**src/rtl/fpu_pkg.sv**
```systemverilog
// Shared types for the fp adder scheduler: FSM state encoding and word width.
// Latency: none (types and constants only).
// Backpressure: not applicable.
package fpu_pkg;

    localparam int FP_W = 32;

    typedef enum logic [1:0] {
        IDLE = 2'd0,
        BUSY = 2'd1,
        RESP = 2'd2
    } state_t;

endpackage

```
**src/rtl/fadd_sched_rr_arbiter.sv**
```systemverilog
// Round-robin arbiter: picks the first asserted request at or after ptr, wrapping modulo N.
// Latency: purely combinational, zero cycles.
// Backpressure: none; the caller decides whether the grant is used.
module rr_arbiter #(
    parameter int N = 4
) (
    input  logic [N-1:0]         req,
    input  logic [$clog2(N)-1:0] ptr,
    output logic [N-1:0]         gnt,
    output logic [$clog2(N)-1:0] gnt_idx
);

    localparam int IW = $clog2(N);

    logic found;

    // Walk ptr, ptr+1, ... (mod N) and grant the first requester seen.
    always_comb begin
        int cand;
        cand    = 0;
        gnt     = '0;
        gnt_idx = '0;
        found   = 1'b0;
        for (int k = 0; k < N; k++) begin
            cand = int'(ptr) + k;
            if (cand >= N) begin
                cand = cand - N;
            end
            if (!found && req[cand]) begin
                found        = 1'b1;
                gnt[cand]    = 1'b1;
                gnt_idx      = IW'(cand);
            end
        end
    end

endmodule

```
**src/rtl/fadd_sched.sv**
```systemverilog
// Shares one fp32 adder among NREQ requesters, one operation in flight, round-robin grant.
// Latency: handshake edge T -> result presented to owner after edge T+ADD_LAT; new grant every ADD_LAT+2 cycles at best.
// Backpressure: result held in RESP until the owner's resp_ready; no new grants until it is taken.
module fadd_sched
    import fpu_pkg::*;
#(
    parameter int NREQ    = 4,
    parameter int ADD_LAT = 2
) (
    input  logic                 clk,
    input  logic                 rst,
    input  logic [NREQ-1:0]      req_valid,
    input  logic [NREQ*FP_W-1:0] req_a,
    input  logic [NREQ*FP_W-1:0] req_b,
    output logic [NREQ-1:0]      req_ready,
    output logic [FP_W-1:0]      add_a,
    output logic [FP_W-1:0]      add_b,
    input  logic [FP_W-1:0]      add_res,
    output logic [NREQ-1:0]      resp_valid,
    output logic [FP_W-1:0]      resp_res,
    input  logic [NREQ-1:0]      resp_ready,
    output logic                 busy
);

    localparam int IW = $clog2(NREQ);
    localparam int CW = $clog2(ADD_LAT + 1);

    state_t          state_q;
    state_t          state_d;
    logic [IW-1:0]   rr_ptr;
    logic [IW-1:0]   owner;
    logic [CW-1:0]   cnt;
    logic [FP_W-1:0] op_a;
    logic [FP_W-1:0] op_b;
    logic [FP_W-1:0] res_q;

    logic [NREQ-1:0] gnt;
    logic [IW-1:0]   gnt_idx;
    logic [IW-1:0]   ptr_next;

    rr_arbiter #(
        .N (NREQ)
    ) u_arb (
        .req     (req_valid),
        .ptr     (rr_ptr),
        .gnt     (gnt),
        .gnt_idx (gnt_idx)
    );

    // Pointer moves just past the winner so it becomes lowest priority next round.
    assign ptr_next = (gnt_idx == IW'(NREQ - 1)) ? '0 : gnt_idx + IW'(1);

    // State register.
    always_ff @(posedge clk) begin
        if (rst) begin
            state_q <= IDLE;
        end else begin
            state_q <= state_d;
        end
    end

    // Next-state: accept in IDLE, count down the adder latency in BUSY, wait for the owner in RESP.
    always_comb begin
        state_d = state_q;
        case (state_q)
            IDLE:    if (|req_valid) state_d = BUSY;
            BUSY:    if (cnt == CW'(1)) state_d = RESP;
            RESP:    if (resp_ready[owner]) state_d = IDLE;
            default: state_d = IDLE;
        endcase
    end

    // Capture the granted operands, owner and pointer on handshake; latch the sum on the last BUSY cycle.
    always_ff @(posedge clk) begin
        if (rst) begin
            rr_ptr <= '0;
            owner  <= '0;
            cnt    <= '0;
            op_a   <= '0;
            op_b   <= '0;
            res_q  <= '0;
        end else begin
            case (state_q)
                IDLE: begin
                    if (|req_valid) begin
                        op_a   <= req_a[int'(gnt_idx) * FP_W +: FP_W];
                        op_b   <= req_b[int'(gnt_idx) * FP_W +: FP_W];
                        owner  <= gnt_idx;
                        rr_ptr <= ptr_next;
                        cnt    <= CW'(ADD_LAT);
                    end
                end
                BUSY: begin
                    cnt <= cnt - CW'(1);
                    if (cnt == CW'(1)) begin
                        res_q <= add_res;
                    end
                end
                default: ;
            endcase
        end
    end

    // Outputs: grant only while idle and out of reset; result routed to the owner only in RESP.
    always_comb begin
        req_ready  = '0;
        resp_valid = '0;
        if (state_q == IDLE && !rst) begin
            req_ready = gnt;
        end
        if (state_q == RESP) begin
            resp_valid[owner] = 1'b1;
        end
    end

    // Operand registers feed the adder directly, so they hold their last value between ops.
    assign add_a    = op_a;
    assign add_b    = op_b;
    assign resp_res = res_q;
    assign busy     = (state_q != IDLE);

endmodule

```
**config.mk**
```make
export PLATFORM = sky130hd
export DESIGN_NAME = fadd_sched
export DESIGN_NICKNAME = d
export VERILOG_FILES = /design/src/rtl/fpu_pkg.sv /design/src/rtl/fadd_sched_rr_arbiter.sv /design/src/rtl/fadd_sched.sv
export SDC_FILE = /design/constraint.sdc
export NUM_CORES = 1
export LEC_CHECK = 0
export BUFFER_PORTS_ARGS = -buffer_cell sky130_fd_sc_hd__buf_2
export CAP_MARGIN = 20
export CORE_AREA = 2 2 155 157
export CTS_BUF_LIST = sky130_fd_sc_hd__clkbuf_16
export DETAILED_ROUTE_END_ITERATION = 16
export DIE_AREA = 0 0 157 159
export SYNTH_ARGS = -nofsm -noshare
export SYNTH_HDL_FRONTEND = slang
export SYNTH_SLANG_ARGS = --single-unit
```
**constraint.sdc**
```tcl
create_clock -name clk -period 4.1 [get_ports clk]
set_input_delay 0.205 -clock clk [delete_from_list [all_inputs] [get_ports clk]]
set_output_delay 0.205 -clock clk [all_outputs]
set_load 0.02 [all_outputs]
```
* Word level (Yosys, flattened, before mapping)
Index checks and enable logic that the tools add are counted.
Cells by class: add/subtract/negate cells 9, $lt $le $gt $ge 14, equal/unequal tests 7, shift operators 2, mux-type cells 48, bitwise gates (word level) 3, reductions and logical operators 21
Operators by type and width (count):
- $shiftx 128x8->32 | 2
- $ge 32x1->1 const B | 4
- $lt 32x4->1 const B | 4
- $mux 32 | 4
- $ge 32x4->1 const B | 3
- $sub 32x4->32 const B | 3
- $mux 4 | 6
- $mux 2 | 9
- $mux 1 | 17
- $or 4x4->4 | 3
- $bmux 1 s2 | 5
- $demux 1 s2 | 5
- $logic_and 1x1->1 | 9
- $add 2x2->3 const B | 2
- $ne 2x2->1 const B | 3
- $pmux 2 s3 | 1
- $reduce_and 2->1 | 3
- $eq 2x1->1 const B | 2
- $eq 2x2->1 const B | 2
- $logic_not 1->1 | 4
- $pmux 2 s2 | 1
- $reduce_bool 2->1 | 2
- $reduce_or 4->1 | 1
- $sub 2x3->4 const B | 1
- other kinds (8) | 8
Word-level totals: bits in registers 104, logic and storage cells 111

* Longest topological paths before layout
depth in word-level cells 17, depth in mapped cells 12, mapped depth without buffers 8

* Cells and area by module
Synthesis repeated with hierarchy kept, for this count alone.
Second synthesis, totals: cell total of the unflattened synthesis 615, area total of the unflattened synthesis 6087.1 µm²
By module, submodules not included:
- fadd_sched | instances 1, cells each 564, area an instance 5609.1 µm², sequential area each 2082.0 µm²
- rr_arbiter | instances 1, cells each 51, area an instance 478.0 µm², sequential area each 0.0 µm²

* Worst setup path before layout
OpenSTA, ideal clock, no wires.
path kind register -> register, from reg rr_ptr[0], to reg op_a[11] (netlist: add_a[11]), library setup time 138 ps, arrival time 2815 ps, required time 3962 ps, path slack 1147 ps, stages on the path, launching flop included 13, path buffers 4, clock period less this slack 2953 ps, path through dfxtp_1 -> buf_6 -> buf_2 -> inv_1 -> ha_1 -> mux4_2 -> nor2b_4 -> nor2_4 -> mux2i_4 -> buf_12 -> buf_6 -> mux2i_1 -> o221ai_1
On the way: word-level cells in the longest chain between the ends 16, elaborated cells between the ends (all ways) 41, classes of those cells add/sub (7); order compare (4); shift (1); mux (23); reduce/logical (6)
Ends and longest elaborated chain:
- from (decl) | line fadd_sched.sv:30 | logic [IW-1:0] rr_ptr;
- from (signal assigned) | line fadd_sched.sv:89 | rr_ptr <= ptr_next;
- branches (longest 14 deep; another with $sub 32x4->32)
- $mux 2 (*) | line fadd_sched_rr_arbiter.sv:29 | if (!found && req[cand]) begin
- $shiftx 128x8->32 (*) | line fadd_sched.sv:86 | op_a <= req_a[int'(gnt_idx) * FP_W +: FP_W];
- to (signal assigned) | line fadd_sched.sv:86
- to (decl) | line fadd_sched.sv:33 | logic [FP_W-1:0] op_a;
Mark *: on every way between the ends. The select of a mux whose other input is x is not followed. A chain may end at the register's enable or synchronous reset.

* Worst setup path in the final report
from reg rr_ptr[1], to reg op_b[13] (netlist: add_b[13])
On the way: word-level cells in the longest chain between the ends 16, elaborated cells between the ends (all ways) 41, classes of those cells add/sub (7); order compare (4); shift (1); mux (23); reduce/logical (6)
Ends and longest elaborated chain:
- branches (longest 14 deep; another with $sub 32x4->32)
- $mux 2 (*) | line fadd_sched_rr_arbiter.sv:29
- $shiftx 128x8->32 (*) | line fadd_sched.sv:87 | op_b <= req_b[int'(gnt_idx) * FP_W +: FP_W];
- to (signal assigned) | line fadd_sched.sv:87
- to (decl) | line fadd_sched.sv:34 | logic [FP_W-1:0] op_b;
Marks and branches as above.

==> summary.md <==
| Metric | Value |
|---|---|
| Status | completed |
| Clk buf depth | 2 |
| Worst setup path class | register to register |
| Detailed Route WL | 20.5 mm |
| DRC viols | 0 |
| Die area | 25000 um^2 |
| Sw power | 1.69 mW |
| Drt pass-1 iters | 5 |
| Sequential share of power | 32.0% |
| Hold Path Class | primary input to register |
| Area of the multi-input gates | 3150 um^2 |
| Vias/cell | 4.61 |
| Final Critical Period | 3140 ps |
| Routed len/inst | 15.8 um |
| Post-CTS Setup Repair Bufs | 0 |
| Leak | 4.24 nW |
| CP required | 4330 ps |
| Initial Util | 24.3% |
| Ys flop type | dfxtp_1 |
| MaxCap Viol Count | 0 |
| Pwr per Cell Area | 519 nW/um^2 |
| Cell internal pwr | 2.54 mW |
| Power Total | 4.23 mW |
| Share of cells above drive strength 1 | 45.5% |
| H-tree levels | 3 |
| Reg area | 2080 um^2 |
| Clock buffer count from CTS | 9 |
| WP data arrival | 3370 ps |
| Setup violators final | 0 |
| Mean Syn Cell Area | 9.50 um^2 |
| Mapped Area | 5640 um^2 |
| Clock skew | 12.6 ps |
| Boundary Pins | 403 |
| Crit share post-route | 76.7% |
| Initial antenna violation count | 1 |
| Critical-path maximum fanout | 36 |
| Rows | 56 |
| Fin. Hold Viols | 0 |
| Fraction of registers with async set/reset | 0% |
| Die X | 157 um |
| Die Ht | 159 um |
| Hold WS | 79.2 ps |
| Max VDD drop | 0.000291 V |
| Post-CTS resize count | 0 |
| Net Sw Frac | 40.0% |
| RSZ-0062 raised after global routing | no |
| Syn Inst Count | 594 |
| CTS sink count | 104 |
| Logic pwr share | 47.3% |
| Final slew viol count | 0 |
| Syn-to-layout area delta | 44.4% |
| Largest net degree at the start of global routing | 49 |
| Vias in the first global route | 5874 |
| Netlist cell types | 40 |
| Clk slew on worst S/H paths | 80 ps |
| Violation count after the first detailed-route iteration | 269 |
| Root buffer cell | clkbuf_16 |
| YS warnings | 0 |
| Worst-Margin Slew | 872 ps |
| Seq cells post-synth | 104 |
| Nets | 1274 |
| DP HPWL | 15.8 mm |
| ANT nets after route | 0 |
| TNS Setup | 0 ps |
| First-pass GRT wire length | 31.0 mm |
| Fmax | 318 MHz |
| Gr usage total | 15.8% |
| Worst skew pair latency | 350 ps |
| # port buffers | 402 |
| Clk pwr share | 20.7% |
| Layout fillers | 2431 |
| Post-synth EDFFs | 0 |
| Relative slew slack | 41.9% |
| Syn nets | 898 |
| CTS tree | done |
| CP Capture Type | register |
| Core Area | 23200 um^2 |
| Crit start category | register |
| Routed vias | 5969 |
| Post-synthesis sequential area ratio | 36.9% |
| Grt ovf | 0 |
| Placer Congestion | 0.839 |
| Hold-fix buffer count after cts | 0 |
per-stage QoR:
stage / setup WS [ps] / instances / util, % / cell area, um^2
3_3_place_gp: 1020 / 1276 / 33.6 / 7800
4_1_cts: 921 / 1294 / 35.1 / 8140
6_report: 957 / 1295 / 35.1 / 8150
5_1_grt: 711 / 1295 / 35.1 / 8150
3_5_place_dp: 937 / 1278 / 33.9 / 7850
2_1_floorplan: 1150 / 594 / - / 5640
layout make-up:
type,count,area share (%)
antenna,1,0.0307
clock buffer,9,2.76
clock inverter,7,0.814
inverter,5,0.230
multi-input combinational,437,38.7
sequential,104,25.6
tap,319,4.90
timing repair buffer,413,27.0
power groups by stage:
stage	clock (mW)	sequential (mW)	combinational, mW
floorplan	0	1.62	1.29
global placement	0	1.37	2.00
detailed placement	0	1.37	2.03
CTS	0.915	1.35	2.03
global route	0.952	1.38	2.16
finish	0.873	1.35	2.00
worst max-delay path, stage by stage, from the launching register on:
cell	delay (ps)
dfxtp_1	440
inv_1	140
ha_1	380
mux4_2	620
nor2b_4	240
nor2_4	70
mux2i_4	210
buf_4	210
buf_12	250
mux2i_1	290
o221ai_1	150
synth_stat cells, types with 5 or more instances:
master	number	area (um^2)
clkbuf_1	25	93.8
dfxtp_1	104	2080
a21oi_1	39	195
nand2_1	132	495
o221ai_1	64	561
buf_8	9	135
mux4_2	5	113
inv_1	5	18.8
ha_1	6	75.1
nor2_1	23	86.3
buf_6	9	101
mux2i_1	129	1290
worst paths after layout:
kind | startpoint | to | slack (ps) | cells past startpoint
worst min-delay path | add_res[15] | resp_res[15]$_SDFFE_PP0P_ | 80 | 3
worst min register to register | resp_res[21]$_SDFFE_PP0P_ | resp_res[21]$_SDFFE_PP0P_ | 450 | 2
worst max register to register | rr_ptr[1]$_SDFFE_PP0P_ | add_b[13]$_SDFFE_PP0P_ | 960 | 10
worst max-delay path | rr_ptr[1]$_SDFFE_PP0P_ | add_b[13]$_SDFFE_PP0P_ | 960 | 10
placed cells by master (no fill, tap or decap), drive strengths merged, types with 2 or more instances in the layout:
cell type  instances
buf              413
nand2            132
mux2i            130
dfxtp            104
o221ai            64
a21oi             39
nor2              24
clkbuf             9
inv                9
ha                 6
mux4               5
a22oi              4
a221oi             4
nor2b              3
or2                2
and2               2
nand2b             2
nor3               2
nor3b              2
o211ai             2
clkinvlp           2
or3                2
a211oi             2
kinds of logic after synthesis:
| logic type | Yosys count | share of synthesized area [%] |
|---|---|---|
| fa+ha+maj | 6 | 1.33 |
| simple gates | 174 | 12.8 |
| flops | 104 | 36.9 |
| buf+inv | 53 | 7.39 |
| xor+xnor | 1 | 0.155 |
| mux | 135 | 25.3 |
| compound gates | 121 | 16.1 |
sequential cells by signal, indices dropped and copies added (netlist names):
signal,cells
add_a,32
resp_res,32
owner,2
rr_ptr,2
cnt,2
add_b,32
state_q,2
per-layer routing:
layer	global-route usage, %	vias up	part of all wire [%]
met4	4.67	0	1.8
met5	0	-	0
met2	29.5	240	52
met1	17.7	2773	40
li1	-	2936	-
met3	3.24	20	6.7
Power figures use the tool's default switching activity.
